`config.mk`:
```
export PLATFORM = sky130hd
export DESIGN_NAME = four_bit_adder
export DESIGN_NICKNAME = d
export VERILOG_FILES = /design/src/rtl/four_bit_adder.sv
export SDC_FILE = /design/constraint.sdc
export NUM_CORES = 1
export LEC_CHECK = 0
export ABC_AREA = 1
export BUFFER_PORTS_ARGS = -buffer_cell sky130_fd_sc_hd__buf_2
export CORE_AREA = 4 4 41 43
export DETAILED_ROUTE_END_ITERATION = 16
export DIE_AREA = 0 0 45 47
export PLACE_DENSITY = 0.52
export SLEW_MARGIN = 20
export SYNTH_ARGS = -nofsm -noshare
export SYNTH_HDL_FRONTEND = slang
export SYNTH_SLANG_ARGS = --single-unit
```
`constraint.sdc`:
```
create_clock -name clk -period 0.8 [get_ports clk]
set_input_delay 0.04 -clock clk [delete_from_list [all_inputs] [get_ports clk]]
set_output_delay 0.04 -clock clk [all_outputs]
set_load 0.05 [all_outputs]
```
`src/rtl/four_bit_adder.sv`:
```
`default_nettype none
// ============================================================================
//  Module   : four_bit_adder
//  Purpose  : Registered 4-bit unsigned adder. A ripple-carry chain of four
//             full-adder cells (carry-in tied low) forms v1 + v2. The 5-bit
//             result and the carry-out are captured on the rising clock edge.
//  Ports    :
//    clk        in   1  clock, rising-edge active
//    rst        in   1  asynchronous, active-high reset (clears sum and cout)
//    v1         in   4  unsigned operand A
//    v2         in   4  unsigned operand B
//    sum        out  5  registered v1 + v2 (bit 4 is the carry)
//    cout       out  1  registered carry-out of bit 3 (always equals sum[4])
//  Revision : 1.0  initial release
// ============================================================================
module four_bit_adder (
  input  logic       clk,
  input  logic       rst,
  input  logic [3:0] v1,
  input  logic [3:0] v2,
  output logic [4:0] sum,
  output logic       cout
);

  // w_carry[i] is the carry into bit i; w_carry[4] is the carry out of bit 3.
  logic [4:0] w_carry;
  logic [3:0] w_sum_bits;
  logic [4:0] w_result;

  logic [4:0] r_sum;
  logic       r_cout;

  assign w_carry[0] = 1'b0;

  genvar gi;
  generate
    for (gi = 0; gi < 4; gi++) begin : g_fa
      // Propagate term is shared by the sum bit and the carry equation.
      logic w_p;
      assign w_p              = v1[gi] ^ v2[gi];
      assign w_sum_bits[gi]   = w_p ^ w_carry[gi];
      assign w_carry[gi + 1]  = (v1[gi] & v2[gi]) | (w_carry[gi] & w_p);
    end
  endgenerate

  assign w_result = {w_carry[4], w_sum_bits};

  // Both registers load from the same carry net, so cout tracks sum[4]
  // in every cycle, and both clear together on reset.
  always_ff @(posedge clk or posedge rst) begin
    if (rst) begin
      r_sum  <= 5'd0;
      r_cout <= 1'b0;
    end else begin
      r_sum  <= w_result;
      r_cout <= w_carry[4];
    end
  end

  assign sum  = r_sum;
  assign cout = r_cout;

endmodule
`default_nettype wire

```
==> flow_summary.toml <==
[global_routing]
grtUsageTotal = 0.0504
grtUsageMet2 = 0.0650
grt_max_degree = 6
grt_pass1_vias = 187
grtUsageMet3 = 0.0345
met1_usage = 0.0448
antenna_found_initial = 0
grt_first_pass_wirelength_microns = 641
grt_busiest_layer = "met4"
grt-ovfl-total = 0

[floorplanning]
fp.dieW_microns = 45
core_area_sq_um = 1300
start_util = 0.189
rows = 13
die_h_microns = 47
die_area_sq_um = 2120
io_pins = 16

[logic_synthesis]
synth.ff_latch_count = 5
synth_warnings = 0
synth_top_area_frac = 0.508
syn_inst = 21
syn_area_sq_um = 246
yosysSeqAreaShare = 0.508
synth.area.top_cells = "dfrtp_1 51%, fa_1 24%, inv_1 17%"
synth_cell_types = 5
yosysTopAreaCell = "dfrtp_1"
synth_nets = 35
avgSynthCellArea_sq_um = 11.7

[routing]
drc = 0
drtAntennaViolNets = 0
dr.first_iter.drc_count = 0
vias = 177
viasPerCell = 3.22
wl_per_cell_microns = 7.82
dr.pass1.iters = 1
wirelength_microns = 430

[min_path]
hp-class = "primary input to register"
hold_path_depth = 2

[timing]
tns_ns = -1.01
setup_ws_ns = -0.464
tightest_slew_ns = 0.177
hold_viol = 0
rsz0062_at_grt = "true"
fmax_mhz = 791
slew_headroom = 0.882
drv_slew = 0
hold_slack_ns = 0.0174
finalSetupViolCount = 5
min_period_ns = 1.26
min_period_over_period = 1.58

[placed_design]
gp_congestion = 0.578
post-place-ws_ns = -0.737
io_buffers = 15

[power_and_ir_drop]
power_frac_seq = 0.333
ir_drop_mv = 0.564
p_clk_frac = 0.299
sw_frac_of_total = 0.343
power.density_nw_per_um2 = 2110
total_leakage_power_nw = 0.236
p_switching_w = 0.000320
power.internal_w = 0.000611
comb_power_share = 0.368

[critical_path]
crit_type = "primary input to register"
crit_buf_inv = 5
crit_cells = 9
critPathSlowestCell = "fa_1"
path_common_cell = "inv_2"
cp_max_fo = 1
crit_path_end_kind = "register"
start_kind = "primary input"
cp_data_arrival_time_ns = 1.39
crit_required_ns = 0.93
cp_top_family = "adder cells"
cpPeakStageDelay_ns = 0.49
path_cells = "buf_8, ha_4, inv_2, fa_2, inv_2, fa_2, inv_2, fa_1, inv_1"

[clocking]
clock_path_buffers = 2
cts-root-buf = "clkbuf_4"
cts_tree = "built"
clkTransAtPathRegs_ns = 0.04
cts_setup_buffers = 0
clock_sinks = 5
htree_levels = 1
cts_buffers = 3

[job]
drv_cap = 0

[layout]
drive_above_1_share = 0.625
n_fill_cell = 140
insertedDiodeCount = 0
nets = 55
area_growth_pct = 79.2

[outcome]
status = "finished, violations left"
violations = "setup timing"
logic make-up after synthesis:
| logic type | share of synthesized area |
|---|---|
| adders and majority gates | 0.294 |
| buffers and inverters | 0.198 |
| DFF | 0.508 |
sequential cells by signal, summed over array words and instances (netlist names):
| name | count |
|---|---|
| sum | 4 |
| cout | 1 |
path summary, 6_finish.rpt:
check,startpoint,end,slack (ns)
hold / removal,v2[0],sum[0]$_DFF_PP0_,0.02
max in group asynchronous,rst,cout$_DFF_PP0_,0.38
min in group asynchronous,rst,sum[2]$_DFF_PP0_,0.24
setup / recovery,v1[0],sum[3]$_DFF_PP0_,-0.46
area by class of cell:
cell class / count / area (sq um) / share of cell area
multi-input combinational: 4 / 90.1 / 0.204
tap: 15 / 18.8 / 0.0425
inverter: 11 / 41.3 / 0.0935
clock buffer: 4 / 26.3 / 0.0595
timing repair buffer: 16 / 139 / 0.314
sequential: 5 / 126 / 0.286
what timing repair did:
item                                   in CTS  in global routing
endpoints found under the hold margin       5                  0
gates resized for setup                    14                  2
pin swaps                                   2                  2
hold buffers                                1                  0
setup endpoints to repair                   9                  9
cell usage in the layout (no fill, tap or decap):
cell           count
buf_2              7
buf_6              7
buf_8              1
clkbuf_1           1
clkbuf_4           3
dfrtp_1            4
dfrtp_2            1
dlygate4sd3_1      1
fa_1               1
fa_2               2
ha_4               1
inv_1              8
inv_2              3
stage by stage:
stage / instances / power [W] / instance area [sq um] / utilization
6_report: 55 / 0.000930 / 442 / 0.339
5_1_grt: 55 / 0.000985 / 442 / 0.339
4_1_cts: 55 / 0.000950 / 438 / 0.337
3_5_place_dp: 50 / 0.000587 / 352 / 0.270
3_3_place_gp: 50 / 0.000583 / 352 / 0.270
2_1_floorplan: 21 / 0.000512 / 265 / -
cells in the mapped netlist:
cell type  number
buf_4           1
dfrtp_1         5
fa_1            3
ha_1            1
inv_1          11
metal layers:
metal,part of all wire,vias to the layer above
met2,0.47,12
met4,0,0
li1,-,89
met5,0,-
met3,0.18,0
met1,0.35,76
power groups by stage:
| stage | Combinational, W | Sequential (W) | Clock [W] |
|---|---|---|---|
| floorplan | 0.0000740 | 0.000438 | 0 |
| global placement | 0.000279 | 0.000303 | 0 |
| detailed placement | 0.000284 | 0.000303 | 0 |
| CTS | 0.000343 | 0.000310 | 0.000296 |
| global route | 0.000365 | 0.000313 | 0.000308 |
| finish | 0.000342 | 0.000309 | 0.000279 |
Power figures use the tool's default switching activity.
